### src/rtl/clk_div_ctrl.sv
// rtl/clk_div_ctrl.sv - programmable clock divider with arbitrated, glitch-free ratio changes
module clk_div_ctrl #(
    parameter int DIV_W          = 8,
    parameter int DEFAULT_DIV    = 3,
    parameter int SETTLE_PERIODS = 2
) (
    input  logic             clk_in,
    input  logic             reset,
    input  logic [1:0]       req,
    input  logic [DIV_W-1:0] div0,
    input  logic [DIV_W-1:0] div1,
    output logic [1:0]       ack,
    output logic             err,
    output logic             clk_out,
    output logic             tick,
    output logic             locked,
    output logic             busy
);

    localparam int SW = (SETTLE_PERIODS > 1) ? $clog2(SETTLE_PERIODS) : 1;
    localparam logic [DIV_W-1:0] ONE         = DIV_W'(1);
    localparam logic [DIV_W-1:0] TWO         = DIV_W'(2);
    localparam logic [DIV_W-1:0] DIV_RST     = DIV_W'(DEFAULT_DIV);
    localparam logic [SW-1:0]    SONE        = SW'(1);
    localparam logic [SW-1:0]    SETTLE_LAST = SW'(SETTLE_PERIODS - 1);

    typedef enum logic [1:0] {S_RUN, S_DRAIN, S_LOAD, S_SETTLE} state_t;

    state_t           r_state, w_state_nxt;
    logic [DIV_W-1:0] r_cnt, w_cnt_nxt;
    logic [DIV_W-1:0] r_n, w_n_nxt;
    logic [DIV_W-1:0] r_pend, w_pend_nxt;
    logic [SW-1:0]    r_settle, w_settle_nxt;
    logic             r_pend_vld, w_pend_vld_nxt;
    logic             r_grant, w_grant_nxt;
    logic             r_ptr, w_ptr_nxt;
    logic [1:0]       r_ack, w_ack_nxt;
    logic             r_err, w_err_nxt;
    logic             r_clk_out, r_tick;
    logic             w_force_low, w_clk_nxt, w_tick_nxt;
    logic             w_wrap, w_gnt;
    logic [DIV_W-1:0] w_gnt_div;

    assign w_wrap    = (r_cnt == r_n - ONE);
    assign w_gnt     = req[r_ptr] ? r_ptr : ~r_ptr;
    assign w_gnt_div = w_gnt ? div1 : div0;

    always_comb begin
        w_state_nxt    = r_state;
        w_cnt_nxt      = w_wrap ? '0 : r_cnt + ONE;
        w_n_nxt        = r_n;
        w_pend_nxt     = r_pend;
        w_settle_nxt   = r_settle;
        w_pend_vld_nxt = r_pend_vld;
        w_grant_nxt    = r_grant;
        w_ptr_nxt      = r_ptr;
        w_ack_nxt      = 2'b00;
        w_err_nxt      = 1'b0;
        w_force_low    = 1'b0;
        case (r_state)
            S_RUN: begin
                // no arbitration on the ack cycle, so a held req cannot be granted twice
                if (r_ack == 2'b00 && req != 2'b00) begin
                    w_ptr_nxt = ~w_gnt;
                    if (w_gnt_div < TWO) begin
                        w_ack_nxt = w_gnt ? 2'b10 : 2'b01;
                        w_err_nxt = 1'b1;
                    end else begin
                        w_pend_nxt     = w_gnt_div;
                        w_grant_nxt    = w_gnt;
                        w_pend_vld_nxt = 1'b1;
                        w_state_nxt    = S_DRAIN;
                    end
                end
            end
            S_DRAIN: begin
                if (w_wrap) begin
                    w_state_nxt = S_LOAD;
                    w_cnt_nxt   = '0;
                    w_n_nxt     = r_pend;
                    w_force_low = 1'b1;
                end
            end
            S_LOAD: begin
                w_cnt_nxt    = '0;
                w_settle_nxt = '0;
                w_state_nxt  = S_SETTLE;
            end
            S_SETTLE: begin
                if (w_wrap) begin
                    if (r_settle == SETTLE_LAST) begin
                        w_state_nxt    = S_RUN;
                        w_pend_vld_nxt = 1'b0;
                        if (r_pend_vld) w_ack_nxt = r_grant ? 2'b10 : 2'b01;
                    end else begin
                        w_settle_nxt = r_settle + SONE;
                    end
                end
            end
            default: w_state_nxt = S_SETTLE;
        endcase
    end

    // outputs are computed from the next count so the registered clk_out/tick track r_cnt
    assign w_clk_nxt  = !w_force_low && (w_cnt_nxt < (w_n_nxt >> 1));
    assign w_tick_nxt = !w_force_low && (w_cnt_nxt == w_n_nxt - ONE);

    always_ff @(posedge clk_in or posedge reset) begin
        if (reset) begin
            r_state    <= S_SETTLE;
            r_cnt      <= '0;
            r_n        <= DIV_RST;
            r_pend     <= DIV_RST;
            r_settle   <= '0;
            r_pend_vld <= 1'b0;
            r_grant    <= 1'b0;
            r_ptr      <= 1'b0;
            r_ack      <= 2'b00;
            r_err      <= 1'b0;
            r_clk_out  <= 1'b0;
            r_tick     <= 1'b0;
        end else begin
            r_state    <= w_state_nxt;
            r_cnt      <= w_cnt_nxt;
            r_n        <= w_n_nxt;
            r_pend     <= w_pend_nxt;
            r_settle   <= w_settle_nxt;
            r_pend_vld <= w_pend_vld_nxt;
            r_grant    <= w_grant_nxt;
            r_ptr      <= w_ptr_nxt;
            r_ack      <= w_ack_nxt;
            r_err      <= w_err_nxt;
            r_clk_out  <= w_clk_nxt;
            r_tick     <= w_tick_nxt;
        end
    end

    assign ack     = r_ack;
    assign err     = r_err;
    assign clk_out = r_clk_out;
    assign tick    = r_tick;
    assign locked  = (r_state == S_RUN) || (r_state == S_DRAIN);
    assign busy    = (r_state != S_RUN);

endmodule

### config.mk
export PLATFORM = sky130hd
export DESIGN_NAME = clk_div_ctrl
export DESIGN_NICKNAME = d
export VERILOG_FILES = /design/src/rtl/clk_div_ctrl.sv
export SDC_FILE = /design/constraint.sdc
export NUM_CORES = 1
export LEC_CHECK = 0
export CAP_MARGIN = 10
export CORE_MARGIN = 2
export CORE_UTILIZATION = 50
export DETAILED_ROUTE_END_ITERATION = 10
export GPL_TIMING_DRIVEN = 0
export PLACE_DENSITY = 0.74
export SETUP_SLACK_MARGIN = 0.15
export SKIP_CTS_REPAIR_TIMING = 1
export SLEW_MARGIN = 20
export SYNTH_ARGS = -nofsm -noshare
export SYNTH_HDL_FRONTEND = slang
export SYNTH_SLANG_ARGS = --single-unit
### constraint.sdc
create_clock -name clk_in -period 4 [get_ports clk_in]
set_clock_uncertainty 0.2 [all_clocks]
set_input_delay 0.8 -clock clk_in [delete_from_list [all_inputs] [get_ports clk_in]]
set_output_delay 0.8 -clock clk_in [all_outputs]
set_load 0.005 [all_outputs]
Yosys cells after proc, flatten, opt, wreduce, memory -nomap -nowiden
Cells that the tools add are included.
- add/sub/neg operators: 4
- $lt $le $gt $ge: 3
- equal/unequal tests: 10
- multiplexer cells: 36
- bitwise gates (word level): 3
- reduce and logical (&&, ||, !) cells: 16
- operators with widths (kind ; count):
    2-to-1 mux 8 bit ; 5
    2-to-1 mux 2 bit ; 12
    equality test 8 bit ; 2
    case mux 8 bit (2 select lines) ; 1
    subtractor 8 x 1 -> 8 bit, second input constant ; 2
    2-to-1 mux 1 bit ; 14
    inequality test 2 bit, second input constant ; 5
    AND reduction 5 bit ; 2
    adder 8 x 1 -> 8 bit, second input constant ; 1
    < comparator 8 x 2 -> 1 bit, second input constant ; 1
    < comparator 8 x 7 -> 1 bit ; 1
    case mux 2 bit (4 select lines) ; 1
    nonzero test 2 bit ; 4
    equality test 2 bit, second input constant ; 2
    logical NOT 2 bit ; 2
    case mux 1 bit (2 select lines) ; 2
    case mux 2 bit (2 select lines) ; 1
    AND reduction 2 bit ; 2
    logical AND 1 bit ; 3
    inverter 1 bit ; 3
    AND reduction 3 bit ; 1
    equality test 2 x 1 -> 1 bit, second input constant ; 1
    < comparator 1 x 2 -> 1 bit, second input constant ; 1
    adder 1 bit, second input constant ; 1
    2 further kinds ; 2
- register bits after elaboration: 35
- input port bits: 20
- word-level logic and storage cells: 84

Depth between registers and ports, before layout
- depth after elaboration: 8
- mapped depth: 17

Worst setup path after synthesis
Ideal clock, no wire load.
- kind: reg-to-reg
- from: register r_n[1]
- to: register r_tick (netlist: tick)
- setup time: 0.111 ns
- arrival: 3.402 ns
- required time: 3.689 ns
- slack: 0.287 ns
- cell stages (with the launch flop): 12
- buffers on the path: 2
- path through: dfstp_2 or4_4 nor4_1 a41oi_1 a2111o_1 buf_2 buf_1 mux2i_1 ha_1 xnor3_1 or3_1 a2111oi_2
- cells in the longest elaborated chain, start to end: 7
- elaborated cells between the ends (all ways): 13
- classes of those cells: 2 x add/sub; 2 x eq/ne; 7 x mux; 2 x reduce/logical
- RTL lines (what ; line ; RTL):
    start: declaration ; 31 ; logic [DIV_W-1:0] r_n, w_n_nxt;
    start signal: assignment ; 125 ; r_n <= w_n_nxt;
    subtractor 8 x 1 -> 8 bit ; 44 ; assign w_wrap = (r_cnt == r_n - ONE);
    equality test 8 bit ; 44 ;
    2-to-1 mux 8 bit, on equally long branches ; 77, 50 ;
    2-to-1 mux 8 bit, on equally long branches ; 60, 77 ;
    subtractor 8 x 1 -> 8 bit or case mux 8 bit (2 select lines) (tied branches) ; 106, 60 ;
    equality test 8 bit ; 106 ; assign w_tick_nxt = !w_force_low && (w_cnt_nxt == w_n_nxt - ONE);
    logical AND 1 bit (*) ; 106 ;
    net w_tick_nxt ; 40 ; logic w_force_low, w_clk_nxt, w_tick_nxt;
    end signal: assignment ; 134 ; r_tick <= w_tick_nxt;
    end: declaration ; 39 ; logic r_clk_out, r_tick;
The timed path passes the listed nets; every way through them passes the cells marked *.
A chain may end at the register's enable or synchronous reset.

Worst setup path in the final report
- from: register r_n[3]
- to: register r_tick (netlist: tick)
Same word-level chain as after synthesis.

==> impl_metrics.py <==
metrics = {
    "die": {
        "floorplan.io_pins": 27,
        "placement_rows": 24,
        "core_area_sq_um": 4380,
        "die_area_sq_um": 5120,
        "die_height_um": 71.5,
        "die_x_um": 71.5,
        "start_util": 0.520,
    },
    "timing": {
        "totalNegativeSetupSlack_ns": 0,
        "max_slew_margin": 0.502,
        "report.final.hold_viol_count": 0,
        "setup_viol_count_final": 0,
        "setup_slack_ns": 0.0801,
        "timing.final.max_slew_violations": 0,
        "min_period_over_period": 0.980,
        "fin_hold_ws_ns": 0.290,
        "timing.final.crit_period_ns": 3.92,
        "tightest_slew_ns": 0.746,
        "setup_repair_after_global_routing_missed_its_margin": "true",
        "fmaxAchievable_mhz": 255,
    },
    "worst_setup_path": {
        "cp_data_required_time_ns": 3.97,
        "timing.critical_path.cells": "or4_4 -> o21ai_4 -> a41oi_2 -> a2111o_1 -> buf_6 -> buf_8 -> mux2i_4 -> ha_2 -> nand2_1 -> mux2i_2 -> and2_4 -> nor4b_4 -> a31oi_1 -> a2111oi_2",
        "crit_path_max_fanout": 10,
        "r2r_setup_slack_ns": 0.08,
        "slowest_library_cell_on_the_worst_path": "sky130_fd_sc_hd__or4_4",
        "reg2reg_from": "r_n[3]$_DFF_PP0_",
        "timing.critical_path.slowest_cell_delay_ns": 0.59,
        "start_kind": "register",
        "critical_path_buf_inv_count": 2,
        "timing.critical_path.to_type": "register",
        "ff2ff_path_depth": 14,
        "cp.arrival_ns": 3.89,
        "rr_endpoint": "tick$_DFF_PP0_",
        "timing.setup.critical_path_class": "reg2reg",
        "critPathTopFamily": "compound AO/OA/AOI/OAI gates",
    },
    "cts": {
        "clkTransAtPathRegs_ns": 0.07,
        "cts_root_buf": "sky130_fd_sc_hd__clkbuf_8",
        "htree_levels": 2,
        "clk-insertion-delay-late_ns": 0.29,
        "cts-buffers-inserted": 5,
        "clock-sinks": 35,
        "cts.path.max_buffers": 2,
        "cts_tree": "yes",
    },
    "drt": {
        "vias_per_cell": 5.68,
        "violation_count_after_the_first_detailed_route_iteration": 131,
        "post-route-drc-count": 0,
        "wl_per_cell_um": 15.8,
        "dr_total_vias": 1989,
        "final_antenna_net_count": 0,
        "firstDrtPassIters": 4,
        "detail_route.wirelength_um": 5540,
    },
    "global_route": {
        "grt_overflow_total": 0,
        "largest_net_degree_at_the_start_of_global_routing": 36,
        "grt_pass1_wl_um": 9190,
        "grt_usage": 0.232,
        "grt_antenna_before_repair": 0,
        "first_global_vias": 1958,
    },
    "power": {
        "power_frac_seq": 0.546,
        "switchingPower_mw": 0.151,
        "pwr_cell_area_nw_per_um2": 225,
        "p_int_mw": 0.499,
        "post-layout-total-power_mw": 0.649,
        "power.share.clock": 0.392,
        "power.switching_fraction": 0.232,
        "vdd_ir_drop_max_v": 0.000199,
        "total_leakage_power_nw": 1.32,
        "comb_power_share": 0.062,
    },
    "synthesis": {
        "postSynthCellCount": 253,
        "postSynthNetCount": 286,
        "synthesis.area_sq_um": 2280,
        "ys_ff_latch": 35,
        "synth.largest_area_cell": "sky130_fd_sc_hd__dfrtp_1",
        "yosys_warnings": 0,
        "synth.top_cell.area_share": 0.318,
        "syn_area_per_cell_sq_um": 9.02,
        "seq_area_frac_synth": 0.387,
        "leading_register_cell_type_out_of_synthesis": "sky130_fd_sc_hd__dfrtp_1",
        "synth_enable_flop_cells": 0,
        "synth.area.top_cells": "sky130_fd_sc_hd__dfrtp_1 (32%), sky130_fd_sc_hd__mux2i_1 (7.5%), sky130_fd_sc_hd__ha_1 (7.1%)",
        "fraction_of_registers_with_async_set_reset": 1.00,
        "yosysUniqueCellTypes": 44,
    },
    "min_path": {
        "hp-class": "reg2reg",
        "worst_hold_path.num_cells": 2,
        "min_to": "r_pend[7]$_DFFE_PP0P_",
        "worst_hold_startpoint": "r_pend[7]$_DFFE_PP0P_",
    },
    "finish": {
        "final_cell_count_no_fill": 350,
        "final_design_area_no_fill_sq_um": 2880,
        "finish.net_count": 330,
        "antenna_cells": 0,
        "drive_above_1_share": 0.161,
        "flow.area_growth_from_synthesis_pct": 26.3,
        "post-route-util": 0.657,
    },
    "placed_design": {
        "gp_congestion": 0.838,
        "post-dp-hpwl_um": 4030,
        "postPlaceCellArea_sq_um": 2610,
        "placedCellCount": 331,
        "buffers_on_ports": 26,
        "place_worst_setup_slack_ns": -0.243,
    },
    "run_status": {
        "run_status": "finished clean",
    },
    "flow_run": {
        "drv.max_cap_violation_count": 0,
    },
}
[flip-flops by register name, summed over array words and instances, names as in the netlist]
signal / cells
r_n: 8
r_pend: 8
r_pend_vld: 1
r_settle: 1
r_grant: 1
err: 1
r_state: 2
ack: 2
tick: 1
r_ptr: 1
r_cnt: 8
clk_out: 1
[worst max-delay path by stage]
stage	startpoint	to	slack, ns	cells after the start
after detailed placement	r_n[0]$_DFF_PP1_	tick$_DFF_PP0_	-0.24	16
after global placement	r_n[0]$_DFF_PP1_	tick$_DFF_PP0_	-0.15	16
final	r_n[3]$_DFF_PP0_	tick$_DFF_PP0_	0.08	14
after global routing	r_n[3]$_DFF_PP0_	tick$_DFF_PP0_	-0.09	14
after CTS	r_n[0]$_DFF_PP1_	tick$_DFF_PP0_	-0.26	16
after floorplan	r_n[1]$_DFF_PP1_	tick$_DFF_PP0_	0.29	11
[synth_stat cells, drive strengths merged, types with 7 or more instances]
| cell | number |
|---|---|
| nor2 | 23 |
| a21oi | 7 |
| nor3 | 15 |
| nand3 | 7 |
| dfrtp | 29 |
| ha | 13 |
| mux2i | 18 |
| inv | 20 |
| xor2 | 8 |
| o21ai | 15 |
| nand2 | 28 |
| xnor2 | 13 |
[worst min-delay path: stages (launching register included)]
cell,delay [ns]
sky130_fd_sc_hd__dfrtp_1,0.35
sky130_fd_sc_hd__nand2_1,0.04
sky130_fd_sc_hd__o21ai_0,0.06
[layout by cell type, fill, tap and decap left out, types with 8 or more instances in the layout]
cell                               n
sky130_fd_sc_hd__xnor2_1          13
sky130_fd_sc_hd__nor2_1           23
sky130_fd_sc_hd__nand2_1          28
sky130_fd_sc_hd__xor2_1            8
sky130_fd_sc_hd__o21ai_0          14
sky130_fd_sc_hd__buf_4            11
sky130_fd_sc_hd__ha_1             11
sky130_fd_sc_hd__dfrtp_1          26
sky130_fd_sc_hd__clkdlybuf4s50_1  26
sky130_fd_sc_hd__mux2i_1          13
sky130_fd_sc_hd__nor3_1           14
sky130_fd_sc_hd__inv_1            19
[layout make-up]
type,count,area (sq um)
Fill cell,354,1500
Multi-Input combinational cell,192,1390
Sequential cell,35,887
Timing Repair Buffer,37,343
Clock buffer,7,76.3
Inverter,20,75.1
Tap cell,52,65.1
Buffer,6,41.3
Clock inverter,1,5.00
[cell families after synthesis]
kind of cell / share of synthesized area
muxes: 0.0806
buffers and inverters: 0.0433
DFF: 0.387
adders and majority gates: 0.0713
xor gates and xnor gates: 0.0905
and+or+nand+nor: 0.202
AOI/OAI and AO/OA: 0.125
[power by group through the flow]
| stage | clock network, mW | registers, mW | logic [mW] |
|---|---|---|---|
| 2_1_floorplan | 0 | 0.361 | 0.0151 |
| 3_3_place_gp | 0 | 0.361 | 0.0395 |
| 3_5_place_dp | 0 | 0.361 | 0.0409 |
| 4_1_cts | 0.255 | 0.355 | 0.0409 |
| 5_1_grt | 0.270 | 0.355 | 0.0454 |
| 6_report | 0.254 | 0.355 | 0.0402 |
[per-layer routing]
metal | share of wire | routed length (um) | up-vias | track usage
met5 | 0 | 0 | - | 0
met4 | 0.022 | 124 | 0 | 0.0818
met3 | 0.033 | 183 | 12 | 0.0394
met2 | 0.48 | 2680 | 49 | 0.382
met1 | 0.46 | 2550 | 957 | 0.309
li1 | - | - | 971 | -
(Power assumes the default switching activity.)
